[config.mk]
export PLATFORM = sky130hd
export DESIGN_NAME = dht11_read_scheduler
export DESIGN_NICKNAME = d
export VERILOG_FILES = /design/src/rtl/dht11_read_scheduler.sv
export SDC_FILE = /design/constraint.sdc
export NUM_CORES = 1
export LEC_CHECK = 0
export ABC_AREA = 1
export CAP_MARGIN = 15
export CORE_UTILIZATION = 40
export CTS_CLUSTER_DIAMETER = 120
export DETAILED_ROUTE_END_ITERATION = 7
export HOLD_SLACK_MARGIN = 0.1
export MAX_ROUTING_LAYER = met4
export SLEW_MARGIN = 40
export SYNTH_ARGS = -nofsm -noshare
export SYNTH_HDL_FRONTEND = slang
export SYNTH_SLANG_ARGS = --single-unit
export TNS_END_PERCENT = 5
[constraint.sdc]
create_clock -name clock_i -period 3.2 [get_ports clock_i]
set_input_delay 0.32 -clock clock_i [delete_from_list [all_inputs] [get_ports clock_i]]
set_output_delay 0.32 -clock clock_i [all_outputs]
set_load 0.05 [all_outputs]
[src/rtl/dht11_read_scheduler.sv]
// dht11_read_scheduler: serves DHT11 readings from cache or via a supervised, retried sensor transaction
module dht11_read_scheduler #(
    parameter int MIN_INTERVAL   = 100_000_000,
    parameter int TIMEOUT_CYCLES = 10_000_000,
    parameter int MAX_RETRIES    = 2,
    parameter int RST_CYCLES     = 4
) (
    input  logic       clock_i,
    input  logic       reset_i,
    input  logic       req_valid_i,
    input  logic [7:0] req_cmd_i,
    output logic       req_ready_o,
    output logic [7:0] sensor_enable_o,
    output logic       sensor_reset_o,
    input  logic       sensor_hold_i,
    input  logic       sensor_error_i,
    input  logic       sensor_done_i,
    input  logic [7:0] hum_int_i,
    input  logic [7:0] hum_float_i,
    input  logic [7:0] temp_int_i,
    input  logic [7:0] temp_float_i,
    output logic       resp_valid_o,
    output logic [7:0] resp_code_o,
    output logic [7:0] resp_data_o,
    input  logic       resp_ready_i,
    output logic       busy_o
);
    localparam int CW = $clog2(TIMEOUT_CYCLES + RST_CYCLES + 2);
    localparam int RW = $clog2(MAX_RETRIES + 2);
    localparam logic [26:0]   AGE_MAX   = 27'(MIN_INTERVAL);
    localparam logic [CW-1:0] RST_LAST  = CW'(RST_CYCLES - 1);
    localparam logic [CW-1:0] TO_LAST   = CW'(TIMEOUT_CYCLES - 1);
    localparam logic [RW-1:0] RETRY_MAX = RW'(MAX_RETRIES);

    typedef enum logic [2:0] {IDLE, DECODE, SRST, ARM, WAIT, FAIL, RESPOND} state_t;

    state_t        state_q, state_d;
    logic [7:0]    cmd_q, cmd_d;
    logic [CW-1:0] cnt_q, cnt_d;
    logic [RW-1:0] retry_q, retry_d;
    logic [26:0]   age_q, age_d;
    logic          cache_valid_q, cache_valid_d;
    logic [7:0]    hum_int_q, hum_int_d, hum_float_q, hum_float_d;
    logic [7:0]    temp_int_q, temp_int_d, temp_float_q, temp_float_d;
    logic          resp_valid_q, resp_valid_d;
    logic [7:0]    resp_code_q, resp_code_d, resp_data_q, resp_data_d;
    logic          req_ready_q, req_ready_d;
    logic          unused_hold;

    // The transaction itself is supervised through done/error/timeout; hold is informational only.
    assign unused_hold = sensor_hold_i;

    function automatic logic [7:0] code_of(input logic [7:0] c);
        return c == 8'h00 ? 8'h1F : c == 8'h01 ? 8'h09 : c == 8'h02 ? 8'h08 :
               c == 8'h03 ? 8'h0A : c == 8'h04 ? 8'h0B : 8'hEE;
    endfunction

    function automatic logic [7:0] pick(input logic [7:0] c, input logic [7:0] hi, input logic [7:0] hf,
                                        input logic [7:0] ti, input logic [7:0] tf);
        return c == 8'h01 ? ti : c == 8'h02 ? hi : c == 8'h03 ? tf : c == 8'h04 ? hf : 8'h00;
    endfunction

    assign req_ready_o     = req_ready_q;
    assign resp_valid_o    = resp_valid_q;
    assign resp_code_o     = resp_code_q;
    assign resp_data_o     = resp_data_q;
    assign sensor_enable_o = (state_q == SRST || state_q == ARM || state_q == WAIT) ? 8'h01 : 8'h00;
    assign sensor_reset_o  = state_q == SRST;
    assign busy_o          = state_q != IDLE;

    // Next-state logic: command decode, sensor sequencing with timeout/retry, cache and response handshake.
    always_comb begin
        state_d       = state_q;
        cmd_d         = cmd_q;
        cnt_d         = cnt_q;
        retry_d       = retry_q;
        age_d         = age_q == AGE_MAX ? age_q : age_q + 27'd1;
        cache_valid_d = cache_valid_q;
        hum_int_d     = hum_int_q;
        hum_float_d   = hum_float_q;
        temp_int_d    = temp_int_q;
        temp_float_d  = temp_float_q;
        resp_valid_d  = resp_valid_q;
        resp_code_d   = resp_code_q;
        resp_data_d   = resp_data_q;
        req_ready_d   = req_ready_q;
        case (state_q)
            IDLE: if (req_valid_i && req_ready_q) begin
                cmd_d       = req_cmd_i;
                req_ready_d = 1'b0;
                state_d     = DECODE;
            end
            DECODE: if (cmd_q > 8'h04) begin
                resp_valid_d = 1'b1;
                resp_code_d  = 8'hEE;
                resp_data_d  = 8'h00;
                state_d      = RESPOND;
            end else if (cache_valid_q && age_q < AGE_MAX) begin
                resp_valid_d = 1'b1;
                resp_code_d  = code_of(cmd_q);
                resp_data_d  = pick(cmd_q, hum_int_q, hum_float_q, temp_int_q, temp_float_q);
                state_d      = RESPOND;
            end else begin
                retry_d = '0;
                cnt_d   = '0;
                state_d = SRST;
            end
            SRST: begin
                cnt_d = cnt_q == RST_LAST ? '0 : cnt_q + 1'b1;
                state_d = cnt_q == RST_LAST ? ARM : SRST;
            end
            ARM: begin
                cnt_d = cnt_q == CW'(1) ? '0 : cnt_q + 1'b1;
                state_d = cnt_q == CW'(1) ? WAIT : ARM;
            end
            WAIT: begin
                cnt_d = cnt_q + 1'b1;
                if (sensor_done_i) begin
                    hum_int_d     = hum_int_i;
                    hum_float_d   = hum_float_i;
                    temp_int_d    = temp_int_i;
                    temp_float_d  = temp_float_i;
                    cache_valid_d = 1'b1;
                    age_d         = '0;
                    resp_valid_d  = 1'b1;
                    resp_code_d   = code_of(cmd_q);
                    resp_data_d   = pick(cmd_q, hum_int_i, hum_float_i, temp_int_i, temp_float_i);
                    state_d       = RESPOND;
                end else if (sensor_error_i || cnt_q == TO_LAST) begin
                    state_d = FAIL;
                end
            end
            FAIL: if (retry_q < RETRY_MAX) begin
                retry_d = retry_q + 1'b1;
                cnt_d   = '0;
                state_d = SRST;
            end else begin
                cache_valid_d = 1'b0;
                resp_valid_d  = 1'b1;
                resp_code_d   = 8'hFF;
                resp_data_d   = 8'h00;
                state_d       = RESPOND;
            end
            RESPOND: if (resp_ready_i) begin
                resp_valid_d = 1'b0;
                req_ready_d  = 1'b1;
                state_d      = IDLE;
            end
            default: state_d = IDLE;
        endcase
    end

    // State and datapath registers; async reset so the sensor is released immediately.
    always_ff @(posedge clock_i or posedge reset_i) begin
        if (reset_i) begin
            state_q       <= IDLE;
            cmd_q         <= '0;
            cnt_q         <= '0;
            retry_q       <= '0;
            age_q         <= '0;
            cache_valid_q <= 1'b0;
            hum_int_q     <= '0;
            hum_float_q   <= '0;
            temp_int_q    <= '0;
            temp_float_q  <= '0;
            resp_valid_q  <= 1'b0;
            resp_code_q   <= '0;
            resp_data_q   <= '0;
            req_ready_q   <= 1'b1;
        end else begin
            state_q       <= state_d;
            cmd_q         <= cmd_d;
            cnt_q         <= cnt_d;
            retry_q       <= retry_d;
            age_q         <= age_d;
            cache_valid_q <= cache_valid_d;
            hum_int_q     <= hum_int_d;
            hum_float_q   <= hum_float_d;
            temp_int_q    <= temp_int_d;
            temp_float_q  <= temp_float_d;
            resp_valid_q  <= resp_valid_d;
            resp_code_q   <= resp_code_d;
            resp_data_q   <= resp_data_d;
            req_ready_q   <= req_ready_d;
        end
    end
endmodule
==> Implementation_results.wiki <==
{| class="wikitable"
! Metric !! Value
|-
| Result of the run || complete, no violations
|-
| Num CTS Buffers || 17
|-
| Sw Pwr || 2.59 mW
|-
| Worst setup skew after layout || 0.0110 ns
|-
| First drt pass iteration count || 5
|-
| Clock period minus final worst setup slack || 2.59 ns
|-
| Worst hold path class || in2async
|-
| Most area-hungry cell type in the Yosys netlist || sky130_fd_sc_hd__dfrtp_1
|-
| Routed via count divided by cell count || 5.01
|-
| Power density cells || 799 nW/um^2
|-
| Number of core rows || 46
|-
| Number of DRC violations after detailed-routing iteration 0 || 463
|-
| Synthesized flop and latch total || 113
|-
| Distinct cell type count of the synthesized netlist || 46
|-
| Antenna fix cells || 0
|-
| Achievable frequency || 385 MHz
|-
| Final instance count without filler cells || 1225
|-
| Fill cell total of the finished layout || 1600
|-
| Share of post-route cells with drive strength above 1 || 0.0634
|-
| I/O Pins || 75
|-
| Placed insts || 1195
|-
| Number of nets with antenna violations after detailed routing || 0
|-
| Worst-margin pin slew || 0.672 ns
|-
| Number of global-route vias before repair || 5667
|-
| Crit path DAT || 2.27 ns
|-
| Number of buffers inserted to repair setup after CTS || 0
|-
| Accumulated negative setup slack || 0 ns
|-
| Top fanout value on the critical path || 9
|-
| Die X-Extent || 131 um
|-
| Nature of the critical path startpoint || flop
|-
| Maximum vdd drop || 0.595 mV
|-
| Dpl hpwl || 11600 um
|-
| Combinational share of power || 0.369
|-
| Final core area utilization || 0.500
|-
| Vias after detailed routing || 6136
|-
| Remaining global-route overflow || 0
|-
| Internal power || 3.82 mW
|-
| Chip Height || ~130 um
|-
| Area contributors post-synth || sky130_fd_sc_hd__dfrtp_1 42%, sky130_fd_sc_hd__nand2_1 17%, sky130_fd_sc_hd__inv_1 6.4%
|-
| Pin count of the biggest net entering global routing || roughly 110
|-
| Storage cell area || 2830 um^2
|-
| Sort of element at the end of the critical path || output pin
|-
| Area Growth Syn to Fin || 20.4%
|-
| Synthesized instance count || 938
|-
| Total Die Area || approximately 17000 um^2
|-
| Critical setup path kind || reg2out
|-
| Clock slew at reported path FFs || 0.06 ns
|-
| Total power draw || 6.42 mW
|-
| Sum of routed wire length over all layers || 16800 um
|-
| Final-report setup violation count || 0
|-
| PortBufs || 66
|-
| Net switching fraction of the power || 0.404
|-
| Minimum setup slack among reg-to-reg paths || around 0.95 ns
|-
| Core area || 16100 um^2
|-
| Largest buffer count on any clock path || 2
|-
| Final Wtd Congestion || between 0.8 and 0.9
|-
| Leak pwr || between 4 and 5 nW
|-
| Yosys top cell area share || 0.420
|-
| Number of antenna violations at the first check in global routing || 0
|-
| Relative contribution of sequential cells to total power || 0.353
|-
| Remaining DRCs || 0
|-
| Final #Nets || approximately 1.0k
|-
| Final Cycle Share || 0.811
|-
| Global-route wire length before repair || 28500 um
|-
| Post-cts hold buffer count || 0
|-
| Hold violation count in the final report || 0
|-
| Avg WL per Cell || ~14 um
|-
| Multi-input gate area in the final layout || 3220 um^2
|-
| Initial Utilization || 0.415
|-
| Synthesized area divided by synthesized cell count || 7.11 um^2
|-
| Worst-Skew Late Latency || slightly above 0.4 ns
|-
| YS warnings || 0
|-
| Max_cap viols || 0
|-
| Slew Viols, Final || 0
|-
| Worst Path Required || around 2.9 ns
|-
| Clock sink total || between 100 and 150
|-
| Post-cts gate resize count || 0
|-
| Global Route Usage Sum || 0.212
|-
| Root Buffer || sky130_fd_sc_hd__clkbuf_16
|-
| Max H-tree Level || 4
|-
| Worst relative slew slack || 0.551
|-
| Total standard cell area after synthesis || approximately 6700 um^2
|-
| Portion of the post-synthesis area used by sequential elements || 0.424
|-
| Part of the total power dissipated in the clock network || 0.278
|-
| Setup repair after global routing missed its margin || no
|-
| CTS tree || yes
|}
## path summary, 6_finish.rpt
check                                              start                          to  cells after the start
worst max-delay path              state_q[2]$_DFFE_PP0P_                      busy_o                      5
worst min-delay path                             reset_i         age_q[16]$_DFF_PP0_                      3
worst max register to register       age_q[17]$_DFF_PP0_  resp_code_o[3]$_DFFE_PP0P_                     11
worst min register to register  hum_int_q[0]$_DFFE_PP0P_    hum_int_q[0]$_DFFE_PP0P_                      2
max in group asynchronous                        reset_i  resp_data_o[0]$_DFFE_PP0P_                      3
min in group clock_i                        req_cmd_i[6]        cmd_q[6]$_DFFE_PP0P_                      3
## worst max-delay path: stages, from the launching register on
cell	delay (ns)
sky130_fd_sc_hd__dfrtp_1	0.49
sky130_fd_sc_hd__nor2_1	0.21
sky130_fd_sc_hd__inv_1	0.07
sky130_fd_sc_hd__nor2_1	0.27
sky130_fd_sc_hd__inv_1	0.10
sky130_fd_sc_hd__clkdlybuf4s50_1	0.71
## Yosys cell counts, drive strengths merged
master,instances
ha,4
a21boi,1
inv,116
and3,2
dfrtp,112
buf,24
a211oi,1
xor2,13
or2,12
o21ai,48
clkbuf,13
nor4,1
nand3,57
xnor2,1
o311ai,14
o221ai,1
nor3b,6
a21oi,27
nor3,29
conb,1
a31oi,5
nand4,21
o211ai,2
a22o,1
clkinv,1
o22ai,1
o21a,1
dfstp,1
a22oi,5
o31ai,8
nor2,107
nand2,302
## kinds of logic after synthesis
group	Yosys count	synth area share
AO/OA/AOI/OAI	115	0.103
adder cells (fa/ha/maj)	4	0.00750
other	1	0.000562
XOR/XNOR	14	0.0184
flip-flops	113	0.424
buffers and inverters	154	0.0977
AND/OR/NAND/NOR	537	0.349
## state kept, by name, indices dropped and copies added (netlist names), 2 cells and up
name / flops
cnt_q: 24
hum_float_q: 8
cmd_q: 8
resp_data_o: 8
retry_q: 2
age_q: 27
hum_int_q: 8
temp_int_q: 8
state_q: 3
temp_float_q: 8
resp_code_o: 6
## power groups by stage
stage	combinational, mW	sequential (mW)	clock (mW)
after floorplan	1.59	2.43	0
after global placement	2.36	2.27	0
after detailed placement	2.38	2.27	0
after CTS	2.38	2.26	1.82
after global routing	2.65	2.34	1.89
final	2.37	2.26	1.79
## cell type report
class                      instances  share of cell area
multi-input combinational        677               0.400
inverter                         117              0.0551
clock inverter                     5             0.00654
timing repair buffer              72              0.0891
sequential                       113               0.352
tap                              216              0.0337
clock buffer                      25              0.0629
## layer usage
layer	vias to the layer above	GRT usage	part of all wire
met5	-	-	0
met4	0	0.0614	0.011
met3	14	0.0451	0.043
met2	131	0.299	0.44
met1	2877	0.303	0.51
li1	3114	-	-
## cells in the final DEF, fill, tap and decap left out, types with 5 or more instances in the layout
cell type,n
sky130_fd_sc_hd__a21oi_1,27
sky130_fd_sc_hd__a22oi_1,5
sky130_fd_sc_hd__a31oi_1,5
sky130_fd_sc_hd__buf_4,6
sky130_fd_sc_hd__clkbuf_16,17
sky130_fd_sc_hd__clkbuf_8,5
sky130_fd_sc_hd__clkdlybuf4s50_1,65
sky130_fd_sc_hd__conb_1,7
sky130_fd_sc_hd__dfrtp_1,112
sky130_fd_sc_hd__inv_1,113
sky130_fd_sc_hd__nand2_1,298
sky130_fd_sc_hd__nand3_1,53
sky130_fd_sc_hd__nand4_1,21
sky130_fd_sc_hd__nor2_1,99
sky130_fd_sc_hd__nor3_1,27
sky130_fd_sc_hd__nor3b_1,6
sky130_fd_sc_hd__o21ai_0,44
sky130_fd_sc_hd__o311ai_0,14
sky130_fd_sc_hd__o31ai_1,8
sky130_fd_sc_hd__or2_2,8
sky130_fd_sc_hd__xor2_1,13
## through the flow
step                area, um^2  hold slack [ns]  worst slack, ns
floorplan                 6700            0.435             1.27
CTS                       8030            0.436            0.599
detailed placement        7470            0.457            0.960
global route              8030            0.459            0.425
global placement          7470            0.451            0.974
finish                    8030            0.400            0.606
No activity file was read; power rests on OpenSTA's default activity.
==> edit 1: new RTL, same settings <==
Change the parameter `MIN_INTERVAL` from 100_000_000 to 67_108_864.
--- a/src/rtl/dht11_read_scheduler.sv
+++ b/src/rtl/dht11_read_scheduler.sv
@@ -1,6 +1,6 @@
 // dht11_read_scheduler: serves DHT11 readings from cache or via a supervised, retried sensor transaction
 module dht11_read_scheduler #(
-    parameter int MIN_INTERVAL   = 100_000_000,
+    parameter int MIN_INTERVAL   = 67_108_864,
     parameter int TIMEOUT_CYCLES = 10_000_000,
     parameter int MAX_RETRIES    = 2,
     parameter int RST_CYCLES     = 4
Formal check against the unedited RTL: same outputs for any inputs over 10 cycles, from zero or initial values and one cycle with reset_i high; that may be too few to reach the edited logic, so the function may still have changed.
==> edit 1 against the original RTL <==
- first-iteration DRC count rose by 0.86%
- non-clock buffer count rose by 5
- synthesized area rose by 1.6%
- utilization fell by 0.11 points
- clock skew fell by 0.0054 ns
- wire length rose by 6.4%
- power rose by 4.0%
- sequential cell count did not move
- count of clock-buffer cells in the layout fell by 4
- largest cell class unchanged
- design area rose by 3.1%
- global-route usage rose by 1.5 points
- critical endpoint is now sensor_reset_o
- worst setup slack improved by 0.035 ns
==> edit 1: results (changes against the original RTL) <==
| Metric | Value |
|---|---|
| Worst hold-check slack | 0.249 ns (-0.151 ns) |
| Number of distinct library cells after synthesis | 42 (-8.7%) |
| Sum of internal, switching and leakage power | 6670 µW (+4.0%) |
| Clock power share | 31.6% (+3.8 points) |
| Sequential share of power | 33.3% (-2.0 points) |
| Synthesized-area fraction occupied by adder cells | 0.923% (+0.17 points) |
| Routed wl met3 | 690 µm (-5.1%) |
| Number of vias in the routed layout | 6369 (+3.8%) |
| Longest individual stage delay on the worst path | 0.82 ns (+0.11 ns) |
| Proportion of layout cells with a drive suffix above 1 | 7.69% (+1.3 points) |
| Share of synthesized area occupied by flip-flops and latches | 41.7% (-0.66 points) |
| Internal cell power | 4050 µW (+5.8%) |
| Compound-gate portion of the synthesized area | 8.70% (-1.6 points) |
| Arrival time worst endpoint | 2.24 ns (-0.03 ns) |
| Maximum number of pins on one net before global-route repair | 41 (-64%) |
| Status | finished clean |
| Multiplexer share of the synthesized area | 0.665% (+0.66 points) |
| R2R cell count | 10 (-1) |
| Leakage Power | 0.00395 µW (-3.1%) |
| Total length of routed met2 wires | 8170 µm (+12%) |
| Total routed wire length on the met1 layer | 8780 µm (+2.2%) |
| Nets | 1066 (+1.6%) |
| Number of global-route vias before repair | 6101 (+7.7%) |
| Met3 track demand over resource in global routing | 4.54% (+0.023 points) |
| Register-to-Register Setup Slack | 0.90 ns (-0.05 ns) |
| Placed Area | 7620 µm² (+2.0%) |
| Setup slack at placement | 0.945 ns (-0.0152 ns) |
| Worst reg2reg path startpoint | cmd_q[7]$_DFFE_PP0P_ |
| Number of cells after detailed placement | 1215 (+1.7%) |
| Clock skew after layout | 0.00566 ns (-0.00539 ns) |
| Average footprint of a synthesized cell | 7.10 µm² (-0.23%) |
| Commonest cells in the synthesized netlist | nand2_1 (277), dfrtp_1 (112), nor2_1 (110) |
[edit 1: worst max path at each step]
stage | start | to | slack [ns] | depth (start not counted)
final | state_q[2]$_DFFE_PP0P_ | sensor_reset_o | 0.64 | 4
after global routing | state_q[2]$_DFFE_PP0P_ | sensor_reset_o | 0.49 | 4
after CTS | state_q[2]$_DFFE_PP0P_ | sensor_reset_o | 0.62 | 4
after detailed placement | cmd_q[7]$_DFFE_PP0P_ | cnt_q[7]$_DFFE_PP0P_ | 0.94 | 10
after global placement | cmd_q[7]$_DFFE_PP0P_ | cnt_q[3]$_DFFE_PP0P_ | 0.99 | 10
after floorplan | state_q[2]$_DFFE_PP0P_ | cmd_q[4]$_DFFE_PP0P_ | 1.24 | 6
[edit 1: final cells by class]
class                   instances  area [µm²]  share of cell area, %
inverters                      95         360                   4.35
repair buffers                 77         781                   9.43
multi-input cells             710        3380                   40.8
clock inverters                11         183                   2.21
well taps                     220         275                   3.33
flip-flops and latches        113        2830                   34.2
clock buffers                  21         470                   5.68
==> edit 2: new RTL, config.mk and constraints unchanged <==
Without the edit above. Re-encode `state_t` (7 states) as one-hot, 7 bits wide.
--- a/src/rtl/dht11_read_scheduler.sv
+++ b/src/rtl/dht11_read_scheduler.sv
@@ -32,7 +32,7 @@
     localparam logic [CW-1:0] TO_LAST   = CW'(TIMEOUT_CYCLES - 1);
     localparam logic [RW-1:0] RETRY_MAX = RW'(MAX_RETRIES);
 
-    typedef enum logic [2:0] {IDLE, DECODE, SRST, ARM, WAIT, FAIL, RESPOND} state_t;
+    typedef enum logic [6:0] {IDLE = 7'b0000001, DECODE = 7'b0000010, SRST = 7'b0000100, ARM = 7'b0001000, WAIT = 7'b0010000, FAIL = 7'b0100000, RESPOND = 7'b1000000} state_t;
 
     state_t        state_q, state_d;
     logic [7:0]    cmd_q, cmd_d;
Check against the original RTL: same outputs for any inputs over 10 cycles, from zero or initial values and one cycle with reset_i high; not proved beyond that.
==> edit 2 against the original RTL <==
- first-iteration DRC count down 1.7%
- sequential cell count grew 4
- critical endpoint is now sensor_reset_o
- die area up 3.1%
- largest power group is now the clock network
- design area increased by 3.9%
- largest cell class unchanged
- worst setup slack worse by 0.13 ns
- power fell by 21%
- global-route usage up 1.0 points
- sequential power fell by 22%
- wire length is 4.4% higher
- synthesized area increased by 3.1%
==> edit 2: results (changes against the original RTL) <==
| Metric | Value |
|---|---|
| Critical Path Fanout Max | 5 (-4) |
| Worst reg2reg path startpoint | state_q[0]$_DFFE_PP1P_ |
| Dpl hpwl | 12500 µm (+7.6%) |
| Number of detailed-route iterations in the first pass | 5 (unchanged) |
| Proportion of layout cells with a drive suffix above 1 | 8.03% (+1.7 points) |
| Share of synthesized area occupied by flip-flops and latches | 42.6% (+0.19 points) |
| Clock skew after layout | 0.00674 ns (-0.00430 ns) |
| Number of vias in the routed layout | 6285 (+2.4%) |
| Worst path top cell family by delay | buffers and inverters |
| Actual slew at the worst max-slew pin | 0.643 ns (-0.0287 ns) |
| Total Routing Usage GR | 22.2% (+1.0 points) |
| R2R cell count | 9 (-2) |
| Depth of the CTS H-tree | 4 (unchanged) |
| Synthesis Warnings | 0 (unchanged) |
| Maximum number of pins on one net before global-route repair | 60 (-47%) |
| Capture point of the worst reg-to-reg path | age_q[7]$_DFF_PP0_ |
| Number of antenna violations at the first check in global routing | 0 (unchanged) |
| Clock tree from TritonCTS | done |
| Status | finished clean |
| Number of DRC violations after detailed-routing iteration 0 | 455 (-1.7%) |
| Leakage Power | 0.00426 µW (+4.5%) |
| # diodes | 0 (unchanged) |
| Average footprint of a synthesized cell | 7.08 µm² (-0.39%) |
| Top flop regs | age_q x27, cnt_q x24 |
| Arrival time worst endpoint | 2.41 ns (+0.14 ns) |
| Number of port buffers | 66 (unchanged) |
| Root Buffer | clkbuf_16 |
| Via-per-instance ratio | 4.96 (-0.89%) |
| Final estimated routing congestion in global placement | 0.893 (+0.13%) |
| Antenna viol nets, final | 0 (unchanged) |
| CTS resizes | 0 (unchanged) |
| Placed Area | 7720 µm² (+3.4%) |
| Worst setup path end | sensor_reset_o |
| Number of cells after detailed placement | 1233 (+3.2%) |
| Post-CTS repair timing setup buffer count | 0 (unchanged) |
| Worst path slowest cell | clkdlybuf4s50_1 |
| Clock Latency Late Sink | 0.42 ns |
| Sw Share | 34.9% (-5.5 points) |
| Leading cell types by total area after synthesis | dfrtp_1 (42%), nand2_1 (17%), inv_1 (6.2%), nand3_1 (6.0%), nor2_1 (5.1%) |
| Biggest register | age_q |
| Clock edge transition at the registers on the reported setup and hold paths | 0.06 ns (about the same) |
| Nets | 1084 (+3.3%) |
| Filler cells | 1697 (+6.1%) |
| Number of global-route vias before repair | 6232 (+10%) |
| Number of CTS-inserted buffers | 17 (unchanged) |
| Commonest cells in the synthesized netlist | nand2_1 (312), dfrtp_1 (115), inv_1 (113) |
| Register-to-Register Setup Slack | 0.94 ns |
| CP Launch Point | state_q[6]$_DFFE_PP0P_ |
| Asr flop ratio synth | 100% (unchanged) |
| Longest individual stage delay on the worst path | 0.82 ns (+0.11 ns) |
| Number of distinct library cells after synthesis | 42 (-8.7%) |
| First-pass GRT wire length | 30300 µm (+6.4%) |
| Detailed Route WL | 17600 µm (+4.4%) |
| VDD IR max | 0.696 mV (+17%) |
==> edit 2: cell count changes after synthesis, moves of 4 or more <==
cell      change
a22oi_1       -5
a31o_2        +9
a31oi_1       -4
o311ai_0     -14
o21ai_0       +5
nand2_1      +13
nor2_1        -5
nor3_1        -8
o31ai_1       +4
nand3_1      +29
==> edit 2: area by class of cell <==
class | count | area share, %
multi-input cells | 702 | 39.7
flip-flops and latches | 117 | 35.1
repair buffers | 75 | 9.27
inverters | 120 | 5.47
clock buffers | 20 | 5.23
well taps | 220 | 3.30
clock inverters | 12 | 1.87
==> edit 2: how the worst min path moves through the flow <==
stage	endpoint	slack [ns]	depth (start not counted)
after CTS	cnt_q[18]$_DFFE_PP0P_	0.40	2
final	cnt_q[18]$_DFFE_PP0P_	0.25	2
after floorplan	age_q[24]$_DFF_PP0_	0.41	1
after global placement	cmd_q[4]$_DFFE_PP0P_	0.46	2
after global routing	cnt_q[18]$_DFFE_PP0P_	0.26	2
after detailed placement	cmd_q[6]$_DFFE_PP0P_	0.46	2
==> edit 2: kinds of logic (layout without fill, tap and decap cells) <==
kind of cell / count (synthesis) / count (layout) / synth area share, %
compound gates: 107 / 107 / 8.97
fa+ha+maj: 4 / 4 / 0.728
buf+inv: 158 / 227 / 9.55
flops: 117 / 117 / 42.6
simple gates: 566 / 566 / 35.8
xor+xnor: 18 / 18 / 2.29
other cells: 1 / 7 / 0.0545
==> edit 2: routing by layer <==
metal  share of wire, %  wire length, µm  global-route usage, %  vias to the layer above
li1                   -                -                      -                     3200
met1                 47             8290                   28.3                     2895
met2                 46             8120                   35.0                      168
met3                4.5              785                   4.45                       22
met4                2.1              368                   8.33                        0
met5                  0                0                      -                        -
==> edit 2: power by group through the flow <==
stage / clock network [µW] / registers, µW / logic (µW)
after floorplan: 0 / 2090 / 643
after global placement: 0 / 1800 / 1370
after detailed placement: 0 / 1790 / 1380
after CTS: 1960 / 1770 / 1390
after global routing: 2030 / 1790 / 1490
final: 1920 / 1770 / 1380
==> edit 2: through the flow <==
stage               utilization (%)  worst slack, ns  total power, µW
floorplan                         -             1.39             2730
global placement               46.2            0.920             3170
detailed placement             46.2            0.892             3170
CTS                            49.8            0.440             5120
global route                   50.0            0.316             5310
finish                         50.0            0.472             5070
